<file path="src/rtl/ex_seg_if.sv">
// Handshake and data bundle between the decode stage, the execute stage and the memory stage.
// The execute stage connects through the slave modport; the driving environment uses master.
interface ex_seg_if;
    logic        in_valid;
    logic        in_ready;
    logic [31:0] NPCi;
    logic [31:0] IRi;
    logic [31:0] A;
    logic [31:0] B;
    logic [31:0] Imm;
    logic        out_valid;
    logic        out_ready;
    logic [31:0] NPCo;
    logic [31:0] IRo;
    logic [31:0] ALUOut;
    logic [31:0] Bo;
    logic        Cond;
    logic [31:0] Target;

    modport master (
        output in_valid, NPCi, IRi, A, B, Imm, out_ready,
        input  in_ready, out_valid, NPCo, IRo, ALUOut, Bo, Cond, Target
    );

    modport slave (
        input  in_valid, NPCi, IRi, A, B, Imm, out_ready,
        output in_ready, out_valid, NPCo, IRo, ALUOut, Bo, Cond, Target
    );
endinterface

</file>
<file path="src/rtl/ex_seg.sv">
// Execute pipeline stage: single-cycle ALU, branch/jump resolution and a 32-cycle
// shift-add multiplier, with valid/ready handshakes on both sides.
module ex_seg (
    input  logic     clk,
    input  logic     rst,
    ex_seg_if.slave  bus
);
    typedef enum logic [0:0] {StIdle, StMul} state_e;

    state_e      state_q, state_d;
    logic [4:0]  cnt_q, cnt_d;
    logic [31:0] mcand_q, mcand_d;
    logic [31:0] mplier_q, mplier_d;
    logic [31:0] acc_q, acc_d;
    logic        out_valid_q, out_valid_d;
    logic [31:0] npc_q, npc_d;
    logic [31:0] ir_q, ir_d;
    logic [31:0] alu_q, alu_d;
    logic [31:0] b_q, b_d;
    logic        cond_q, cond_d;
    logic [31:0] target_q, target_d;

    logic [5:0]  op;
    logic [5:0]  funct;
    logic [31:0] alu_res;
    logic        cond_res;
    logic [31:0] target_res;
    logic        is_mul;
    logic        in_ready;
    logic        accept;
    logic [31:0] acc_next;

    assign op       = bus.IRi[31:26];
    assign funct    = bus.IRi[5:0];
    assign in_ready = (state_q == StIdle) && (!out_valid_q || bus.out_ready) && !rst;
    assign accept   = in_ready && bus.in_valid;
    assign acc_next = acc_q + (mplier_q[0] ? mcand_q : 32'h0);

    // Instruction decode; unrecognised encodings fall through as NOPs.
    always_comb begin
        alu_res    = 32'h0;
        cond_res   = 1'b0;
        target_res = 32'h0;
        is_mul     = 1'b0;
        case (op)
            6'b000000: begin
                case (funct)
                    6'b100000: alu_res = bus.A + bus.B;
                    6'b100010: alu_res = bus.A - bus.B;
                    6'b100100: alu_res = bus.A & bus.B;
                    6'b100101: alu_res = bus.A | bus.B;
                    6'b101010: alu_res = {31'h0, $signed(bus.A) < $signed(bus.B)};
                    6'b011000: is_mul  = 1'b1;
                    default:   alu_res = 32'h0;
                endcase
            end
            6'b001000: alu_res = bus.A + bus.Imm;
            6'b001100: alu_res = bus.A & {16'h0, bus.IRi[15:0]};
            6'b100011,
            6'b101011: alu_res = bus.A + bus.Imm;
            6'b000100: begin
                cond_res   = (bus.A == bus.B);
                target_res = bus.NPCi + {bus.Imm[29:0], 2'b00};
            end
            6'b000010: begin
                cond_res   = 1'b1;
                target_res = {bus.NPCi[31:28], bus.IRi[25:0], 2'b00};
            end
            default: alu_res = 32'h0;
        endcase
    end

    always_comb begin
        state_d     = state_q;
        cnt_d       = cnt_q;
        mcand_d     = mcand_q;
        mplier_d    = mplier_q;
        acc_d       = acc_q;
        out_valid_d = out_valid_q;
        npc_d       = npc_q;
        ir_d        = ir_q;
        alu_d       = alu_q;
        b_d         = b_q;
        cond_d      = cond_q;
        target_d    = target_q;
        case (state_q)
            StIdle: begin
                if (accept) begin
                    npc_d = bus.NPCi;
                    ir_d  = bus.IRi;
                    b_d   = bus.B;
                    if (is_mul) begin
                        state_d     = StMul;
                        cnt_d       = 5'd0;
                        mcand_d     = bus.A;
                        mplier_d    = bus.B;
                        acc_d       = 32'h0;
                        cond_d      = 1'b0;
                        target_d    = 32'h0;
                        out_valid_d = 1'b0;
                    end else begin
                        alu_d       = alu_res;
                        cond_d      = cond_res;
                        target_d    = target_res;
                        out_valid_d = 1'b1;
                    end
                end else if (out_valid_q && bus.out_ready) begin
                    out_valid_d = 1'b0;
                end
            end
            StMul: begin
                acc_d    = acc_next;
                mcand_d  = {mcand_q[30:0], 1'b0};
                mplier_d = {1'b0, mplier_q[31:1]};
                cnt_d    = cnt_q + 5'd1;
                // Last iteration: the product is complete on this edge.
                if (cnt_q == 5'd31) begin
                    alu_d       = acc_next;
                    out_valid_d = 1'b1;
                    state_d     = StIdle;
                end
            end
            default: state_d = StIdle;
        endcase
    end

    always_ff @(posedge clk or posedge rst) begin
        if (rst) begin
            state_q     <= StIdle;
            cnt_q       <= 5'd0;
            mcand_q     <= 32'h0;
            mplier_q    <= 32'h0;
            acc_q       <= 32'h0;
            out_valid_q <= 1'b0;
            npc_q       <= 32'h0;
            ir_q        <= 32'h0;
            alu_q       <= 32'h0;
            b_q         <= 32'h0;
            cond_q      <= 1'b0;
            target_q    <= 32'h0;
        end else begin
            state_q     <= state_d;
            cnt_q       <= cnt_d;
            mcand_q     <= mcand_d;
            mplier_q    <= mplier_d;
            acc_q       <= acc_d;
            out_valid_q <= out_valid_d;
            npc_q       <= npc_d;
            ir_q        <= ir_d;
            alu_q       <= alu_d;
            b_q         <= b_d;
            cond_q      <= cond_d;
            target_q    <= target_d;
        end
    end

    assign bus.in_ready  = in_ready;
    assign bus.out_valid = out_valid_q;
    assign bus.NPCo      = npc_q;
    assign bus.IRo       = ir_q;
    assign bus.ALUOut    = alu_q;
    assign bus.Bo        = b_q;
    assign bus.Cond      = cond_q;
    assign bus.Target    = target_q;
endmodule

</file>
<file path="src/flat_wrapper.sv">
// flat-port wrapper written by rule: the top's interface ports become plain ports
module ex_seg_flat 
  (clk, rst, bus_in_valid, bus_NPCi, bus_IRi, bus_A, bus_B, bus_Imm, bus_out_ready, bus_in_ready, bus_out_valid, bus_NPCo, bus_IRo, bus_ALUOut, bus_Bo, bus_Cond, bus_Target);
  ex_seg_if bus_i ();
  input  logic clk;
  input  logic rst;
  input wire logic [$bits(bus_i.in_valid)-1:0] bus_in_valid;
  input wire logic [$bits(bus_i.NPCi)-1:0] bus_NPCi;
  input wire logic [$bits(bus_i.IRi)-1:0] bus_IRi;
  input wire logic [$bits(bus_i.A)-1:0] bus_A;
  input wire logic [$bits(bus_i.B)-1:0] bus_B;
  input wire logic [$bits(bus_i.Imm)-1:0] bus_Imm;
  input wire logic [$bits(bus_i.out_ready)-1:0] bus_out_ready;
  output wire logic [$bits(bus_i.in_ready)-1:0] bus_in_ready;
  output wire logic [$bits(bus_i.out_valid)-1:0] bus_out_valid;
  output wire logic [$bits(bus_i.NPCo)-1:0] bus_NPCo;
  output wire logic [$bits(bus_i.IRo)-1:0] bus_IRo;
  output wire logic [$bits(bus_i.ALUOut)-1:0] bus_ALUOut;
  output wire logic [$bits(bus_i.Bo)-1:0] bus_Bo;
  output wire logic [$bits(bus_i.Cond)-1:0] bus_Cond;
  output wire logic [$bits(bus_i.Target)-1:0] bus_Target;
  assign bus_i.in_valid = bus_in_valid;
  assign bus_i.NPCi = bus_NPCi;
  assign bus_i.IRi = bus_IRi;
  assign bus_i.A = bus_A;
  assign bus_i.B = bus_B;
  assign bus_i.Imm = bus_Imm;
  assign bus_i.out_ready = bus_out_ready;
  assign bus_in_ready = bus_i.in_ready;
  assign bus_out_valid = bus_i.out_valid;
  assign bus_NPCo = bus_i.NPCo;
  assign bus_IRo = bus_i.IRo;
  assign bus_ALUOut = bus_i.ALUOut;
  assign bus_Bo = bus_i.Bo;
  assign bus_Cond = bus_i.Cond;
  assign bus_Target = bus_i.Target;
  ex_seg u_core (.clk(clk), .rst(rst), .bus(bus_i));
endmodule
</file>
<file path="config.mk">
export PLATFORM = sky130hd
export DESIGN_NAME = ex_seg_flat
export DESIGN_NICKNAME = d
export VERILOG_FILES = /design/src/rtl/ex_seg_if.sv /design/src/rtl/ex_seg.sv /design/src/flat_wrapper.sv
export SDC_FILE = /design/constraint.sdc
export NUM_CORES = 1
export LEC_CHECK = 0
export CORE_UTILIZATION = 55
export CTS_CLUSTER_DIAMETER = 50
export DETAILED_ROUTE_END_ITERATION = 7
export PLACE_DENSITY = 0.92
export SKIP_CTS_REPAIR_TIMING = 1
export SYNTH_ARGS = -nofsm -noshare
export SYNTH_HDL_FRONTEND = slang
export SYNTH_SLANG_ARGS = --single-unit
</file>
<file path="constraint.sdc">
create_clock -name clk -period 12.3 [get_ports clk]
set_input_delay 3.69 -clock clk [delete_from_list [all_inputs] [get_ports clk]]
set_output_delay 3.69 -clock clk [all_outputs]
set_load 0.1 [all_outputs]
</file>
* Yosys cells after proc, flatten, opt, wreduce, memory -nomap -nowiden *
Cells that the tools add are included.

storage, ports and cells
  output and inout bits = 163
  register bits after elaboration = 264
  logic and storage cells = 89

operators by class
  $add $sub $neg = 6
  bitwise operators = 4
  mux-type cells = 34
  reduce and logical (&&, ||, !) cells = 13
  $lt $le $gt $ge = 1
  equality and inequality tests = 19

operators with widths
  kind                 count
  $mux 32              11
  $pmux 32 s2          5
  $pmux 32 s5          1
  $add 32x32->32       4
  $pmux 32 s3          1
  $eq 6x6->1 const B   7
  $and 32x16->32       1
  $and 32x32->32       1
  $eq 32x32->1         1
  $lt 32x32->1         1
  $or 32x32->32        1
  $sub 32x32->32       1
  $eq 6x4->1 const B   2
  $mux 1               10
  $mux 5               2
  $pmux 5 s2           1
  $eq 6x2->1 const B   1
  $eq 6x3->1 const B   1
  $eq 6x5->1 const B   1
  $logic_not 6->1      1
  $pmux 1 s2           3
  $reduce_and 2->1     3
  $add 5x1->5 const B  1
  $eq 5x5->1 const B   1
  other kinds (9)      15

* Depth between registers and ports, before layout *
Gate-level depths: netlist of run 1.

  word-level depth = 7
  mapped depth = 15
  gate-level depth less buffers = 14

* Least setup slack after synthesis of run 1 *
No wires, ideal clock.

  path type = input to output
  from = in bus_out_ready
  to = out bus_in_ready
  path buffers = 0
  arrival time = 5839 ps
  setup slack = 2771 ps
  stages = 2
  cell sequence = nor2b_1 -> nor3_1

between the ends
  cells in the longest elaborated chain, start to end = 3

RTL lines
  item                            RTL line            source
  start: declaration              flat_wrapper.sv:13  input wire logic [$bits(bus_i.out_ready)-1:0] bus_out_ready;
  $logic_or 1x1->1                ex_seg.sv:35        assign in_ready = (state_q == StIdle) && (!out_valid_q || bus.out_ready) && !rst;
  $logic_and 1x1->1 (2 in a row)  ex_seg.sv:35
  end: declaration                flat_wrapper.sv:14  output wire logic [$bits(bus_i.in_ready)-1:0] bus_in_ready;

No other way between the ends.

* Final worst setup path of run 1 *
  from = in rst
  to = out bus_in_ready

between the ends
  cells in the longest elaborated chain, start to end = 2

RTL lines
  item                RTL line           source
  start: declaration  flat_wrapper.sv:6  input logic rst;
  $logic_not 1->1     ex_seg.sv:35
  $logic_and 1x1->1   ex_seg.sv:35

No other way between the ends.

==> reports/metrics.cfg, run 1 <==
[status]
status=complete, no violations

[sta]
slew_violations=0
min_period_over_period_pct=77.9
max_freq_ghz=0.104
worst_slack_ns=2.72
setup_viol=0
slew_headroom_pct=14.1
setup_tns_ns=0
rsz0062_at_grt=false
hold_viol=0
min_period_ns=9.58
skew_ns=0.0220
worstMarginPinSlew_ns=1.28
holdWs_ns=0.474

[synth]
syn_area_um2=20200
yosys_warnings=0
async_flop_share_pct=100
synthCells=2444
synth-edff-count=0
synthDistinctLibCells=85
ys_seq_area_share_pct=32.7
ys_ff_latch=264
synth_nets=2817
avgSynthCellArea_um2=8.27
synth_ff_type=dfrtp_1

[setup_path]
crit_required_ns=8.61
critPathLaunchType=input port
worst-r2r-setup-slack_ns=7.95
r2r_end=u_core.bus.ALUOut[28]
cp_max_fo=3
ff2ff_path_depth=14
crit_type=in2out
reg2reg_from=u_core.mplier_q[0]
end_kind=output pin
worstPathArrival_ns=5.89

[finish]
areaGrowthSynthToFinish_pct=23.2
n_fill_cell=2763
multiInputGateArea_um2=12700
layout-drive-gt1-share_pct=4.34
layout_commonest_cell=nand2_1
utilization_pct=69.5
ff_latch_area_um2=6610
finalNonFillerCells=3182
nets=3063
final_cell_mix=nand2_1 (385), clkdlybuf4s50_1 (325), dfrtp_1 (263)

[pwr]
powerDensity_nw_per_um2=136
p_leak_nw=11.6
switching_share_pct=43.3
p_sw_mw=1.47
clock_power_share_pct=30.8
combPwrFrac_pct=39.7
power.internal_mw=1.93
vdd_drop_max_uv=142
seqPwrFrac_pct=29.5

[worst_hold_path]
whs_endpoint=u_core.bus.NPCo[27]
holdPathStages=2
min_from=u_core.bus.NPCo[27]
hold_path.class=reg2reg

[floorplanning]
die-area_um2=37500
core-area_um2=35800
initial_core_util_pct=56.4
io_pins=327
rows=69
chipHeight_um=194
dieWidth_um=194

[grt]
overflow=0
grt_pass1_vias=20300
grt_pass1_wl_mm=117
grt.total_usage_pct=40.0
antenna_found_initial=7
grt_max_degree=125

[routing]
ant_nets=0
post_drt_wl_per_cell_um=23.8
drt_iter0_markers=1947
wl_mm=75.7
vias=20600
routed_via_density=6.47
drcViolationCount=0
first_pass_iters=6

[cts]
clock_sinks=264
insertion_delay_ns=0.56
numCtsBuffers=37
cts_root_buffer=clkbuf_16
clockBufferDepth=3
clkTransAtPathRegs_ns=0.06
cts_tree=yes
htreeDepth=2

[placement]
portBuffers=326
dp.final_hpwl_mm=56.8
gp_congestion=0.999
place_inst=3112
place_ws_ns=2.72

[job]
maxCapViolations=0

==> cells by family (layout without fill, tap and decap cells) <==
group / count (synthesis) / count (layout) / share of synthesized area [%]
simple gates: 834 / 834 / 18.1
compound gates: 760 / 760 / 25.8
flops: 264 / 264 / 32.7
buf+inv: 250 / 523 / 4.74
fa+ha+maj: 209 / 209 / 13.1
xor+xnor: 114 / 114 / 4.94
mux: 13 / 13 / 0.650
other cells: 0 / 4 / 0
==> metal layers <==
| layer | wire (um) | track usage [%] |
|---|---|---|
| met5 | 24 | 0 |
| met2 | 34300 | 63.2 |
| met4 | 3290 | 18.2 |
| met1 | 29900 | 52.1 |
| met3 | 8210 | 9.45 |
==> flip-flops by register name, indices dropped and copies added, names as in the netlist, 5 cells and up <==
register and flops:
u_core.bus.ALUOut 32, u_core.bus.Target 32, u_core.bus.NPCo 32, u_core.mcand_q 32, u_core.bus.Bo 32, u_core.cnt_q 5, u_core.bus.IRo 32, u_core.acc_q 32
u_core.mplier_q 32
==> critical path: stages <==
cell             delay, ns
clkdlybuf4s50_1       0.51
nor3_1                0.46
clkdlybuf4s50_1       1.23
==> worst max path at each step <==
stage,start,to,slack [ns]
floorplan,rst,u_core.acc_q[0],1.34
global placement,rst,bus_in_ready,2.75
detailed placement,rst,bus_in_ready,2.72
CTS,rst,bus_in_ready,2.72
global route,rst,bus_in_ready,2.63
finish,rst,bus_in_ready,2.72
==> area by class of cell <==
| cell class | count | area share (%) |
|---|---|---|
| antenna | 4 | 0.0402 |
| tap | 461 | 2.32 |
| inverter | 114 | 1.75 |
| timing repair buffer | 343 | 13.6 |
| clock buffer | 48 | 4.06 |
| clock inverter | 18 | 0.694 |
| sequential | 264 | 26.6 |
| multi-input combinational | 1930 | 51.0 |
==> power by group through the flow <==
stage	sequential (mW)	combinational, mW	clock [mW]
floorplan	1.55	0.407	0
global placement	1.01	1.31	0
detailed placement	1.02	1.33	0
CTS	1.00	1.33	1.05
global route	1.01	1.41	1.08
finish	1.00	1.35	1.05
==> synthesized netlist by cell type, drive strengths merged (22+ instances only) <==
cell type | number | area [um^2]
o21ai | 181 | 913
clkbuf | 114 | 428
and2 | 38 | 238
inv | 113 | 424
a221o | 69 | 691
nand2 | 386 | 1450
o22ai | 31 | 194
dfrtp | 264 | 6610
a211oi | 26 | 195
xnor2 | 77 | 674
nor3 | 37 | 195
ha | 204 | 2550
nand3 | 41 | 205
nand2b | 22 | 138
a21oi | 167 | 847
xor2 | 37 | 324
buf | 22 | 101
a221oi | 27 | 243
a31oi | 24 | 169
nor2 | 218 | 818
a21o | 61 | 459
==> metrics by stage <==
| stage | total power [mW] | instance area, um^2 |
|---|---|---|
| after CTS | 3.39 | 24900 |
| after global routing | 3.50 | 24900 |
| final | 3.40 | 24900 |
| after detailed placement | 2.34 | 23700 |
| after floorplan | 1.96 | 20200 |
| after global placement | 2.32 | 23700 |
(Power assumes the default switching activity.)
==> run 2, diff against run 1 <==
clock period = 9.3 ns   (was 12.3 ns; I/O delays follow)
==> reports/metrics.cfg, run 2 (synthesized netlist as in run 1, its figures left out) <==
[grt]
grt_pass1_vias=20600  ; was 20,300
grt.total_usage_pct=40.5  ; was 40.0%
grt_max_degree=162  ; was 125
grt_pass1_wl_mm=119  ; was 117 mm
antenna_found_initial=2  ; was 7
overflow=0  ; unchanged

[finish]
ff_latch_area_um2=6610  ; unchanged
final_area_um2=25100  ; was 24,900 um^2
layout-drive-gt1-share_pct=4.60  ; was 4.34%
layout_commonest_cell=nand2_1  ; unchanged
nets=3064  ; was 3,063
utilization_pct=69.9  ; was 69.5%
final_cell_mix=nand2_1 (385), clkdlybuf4s50_1 (325), dfrtp_1 (263)  ; unchanged
areaGrowthSynthToFinish_pct=24.0  ; was 23.2%
n_fill_cell=2734  ; was 2,763
multiInputGateArea_um2=12700  ; unchanged
finalNonFillerCells=3181  ; was 3,182

[placement]
place_inst=3111  ; was 3,112
dp.final_hpwl_mm=57.2  ; was 56.8 mm
gp_congestion=0.970  ; was 0.999
portBuffers=326  ; unchanged
dpl_cell_area_um2=23700  ; about the same

[job]
maxCapViolations=0  ; unchanged

[setup_path]
crit_type=in2out  ; unchanged
cpPeakStageDelay_ns=1.23  ; about the same
critPathLaunchType=input port  ; unchanged
ff2ff_path_depth=8  ; was 14
end_kind=output pin  ; unchanged
r2r_end=u_core.bus.ALUOut[18]  ; was u_core.bus.ALUOut[28]
crit_path_top_delay_cell=clkdlybuf4s50_1  ; unchanged
worstPathArrival_ns=4.92  ; was 5.89 ns
path_cells=clkdlybuf4s50_1 > nor3_1 > clkdlybuf4s50_1  ; unchanged
cp_max_fo=3  ; unchanged
crit_required_ns=6.51  ; was 8.61 ns
path_common_cell=clkdlybuf4s50_1  ; unchanged
reg2reg_from=u_core.state_q  ; was u_core.mplier_q[0]
worst-r2r-setup-slack_ns=4.85  ; was 7.95 ns

[cts]
cts_root_buffer=clkbuf_16  ; unchanged
clockBufferDepth=3  ; unchanged
htreeDepth=2  ; unchanged
cts_tree=yes  ; unchanged
clock_sinks=264  ; unchanged
numCtsBuffers=39  ; was 37
clkTransAtPathRegs_ns=0.06  ; about the same
insertion_delay_ns=0.56  ; about the same

[floorplanning]
initial_core_util_pct=56.4  ; unchanged
dieWidth_um=194  ; unchanged
core-area_um2=35800  ; unchanged
rows=69  ; unchanged
io_pins=327  ; unchanged
die-area_um2=37500  ; unchanged
chipHeight_um=194  ; unchanged

[worst_hold_path]
holdPathStages=2  ; unchanged
whs_endpoint=u_core.bus.IRo[23]  ; was u_core.bus.NPCo[27]
hold_path.class=reg2reg  ; unchanged
min_from=u_core.bus.IRo[23]  ; was u_core.bus.NPCo[27]

[status]
status=complete, no violations  ; unchanged

[sta]
slew_headroom_pct=14.7  ; was 14.1%
worstMarginPinSlew_ns=1.28  ; about the same
min_period_over_period_pct=82.9
skew_ns=0.0162  ; was 0.0220 ns
rsz0062_at_grt=false  ; unchanged
min_period_ns=7.71
setup_tns_ns=0  ; unchanged
max_freq_ghz=0.130
setup_viol=0  ; unchanged
slew_violations=0  ; unchanged
hold_viol=0  ; unchanged

[routing]
vias=20900  ; was 20,600
drt_iter0_markers=1992  ; was 1,947
routed_via_density=6.56  ; was 6.47
first_pass_iters=6  ; unchanged
drcViolationCount=0  ; unchanged
post_drt_wl_per_cell_um=24.3  ; was 23.8 um
ant_nets=0  ; unchanged
wl_mm=77.2  ; was 75.7 mm

[pwr]
p_leak_nw=11.6  ; about the same
vdd_drop_max_uv=183  ; was 142 uV
power.total_mw=4.68  ; was 3.40 mW
powerDensity_nw_per_um2=187  ; was 136 nW/um^2

==> run 2: cell count changes in the layout (fill, tap and decap cells not counted) <==
cell        delta
clkbuf_1       -5
bufinv_16      +3
clkbuf_8       +3
diode_2        -3
buf_4          -2
clkbuf_16      +2
inv_6          -2
inv_8          +2
buf_12         +1
clkinv_2       -1
clkinv_4       +1
clkinv_8       -1
clkinvlp_4     +1
==> run 2: worst max path at each step <==
stage,startpoint,slack (ns),to,cells past startpoint
after floorplan,bus_out_ready,1.57,bus_in_ready,2
after global placement,rst,1.60,bus_in_ready,3
after detailed placement,rst,1.58,bus_in_ready,3
after CTS,rst,1.58,bus_in_ready,3
after global routing,bus_out_ready,1.49,bus_in_ready,4
final,rst,1.59,bus_in_ready,3
==> run 2: layer usage <==
metal  routed length [um]  vias to the layer above  GRT usage (%)  part of all wire (%)
met1                30300                    10000           52.4                    39
met5                    0                        -              0                     0
met4                 3640                        0           18.3                   4.7
li1                     -                     9242              -                     -
met3                 8660                      270           10.0                    11
met2                34500                     1329           64.1                    45
==> run 2: area by class of cell <==
cell class                      count  share of cell area [%]
Antenna cell                        1                 0.00999
Clock buffer                       48                    4.32
Tap cell                          461                    2.30
Timing Repair Buffer              342                    13.5
Sequential cell                   264                    26.4
Clock inverter                     21                    1.06
Inverter                          114                    1.72
Multi-Input combinational cell   1930                    50.7
==> run 2: stage by stage <==
stage | hold slack, ns | setup WS (ns)
6_report | 0.476 | 1.59
5_1_grt | 0.498 | 1.49
4_1_cts | 0.477 | 1.58
3_5_place_dp | 0.465 | 1.58
3_3_place_gp | 0.458 | 1.60
2_1_floorplan | 0.449 | 1.57
==> run 2: critical path: cells and delay by family <==
family                 cells  cell delay (ns)
and+or+nand+nor            1             0.45
buffers and inverters      2             1.68
==> run 2: power by group <==
part / total [mW] / switching, mW / internal (mW)
registers: 1.33 / 0.0719 / 1.26
clock network: 1.56 / 0.602 / 0.954
logic: 1.79 / 1.31 / 0.481
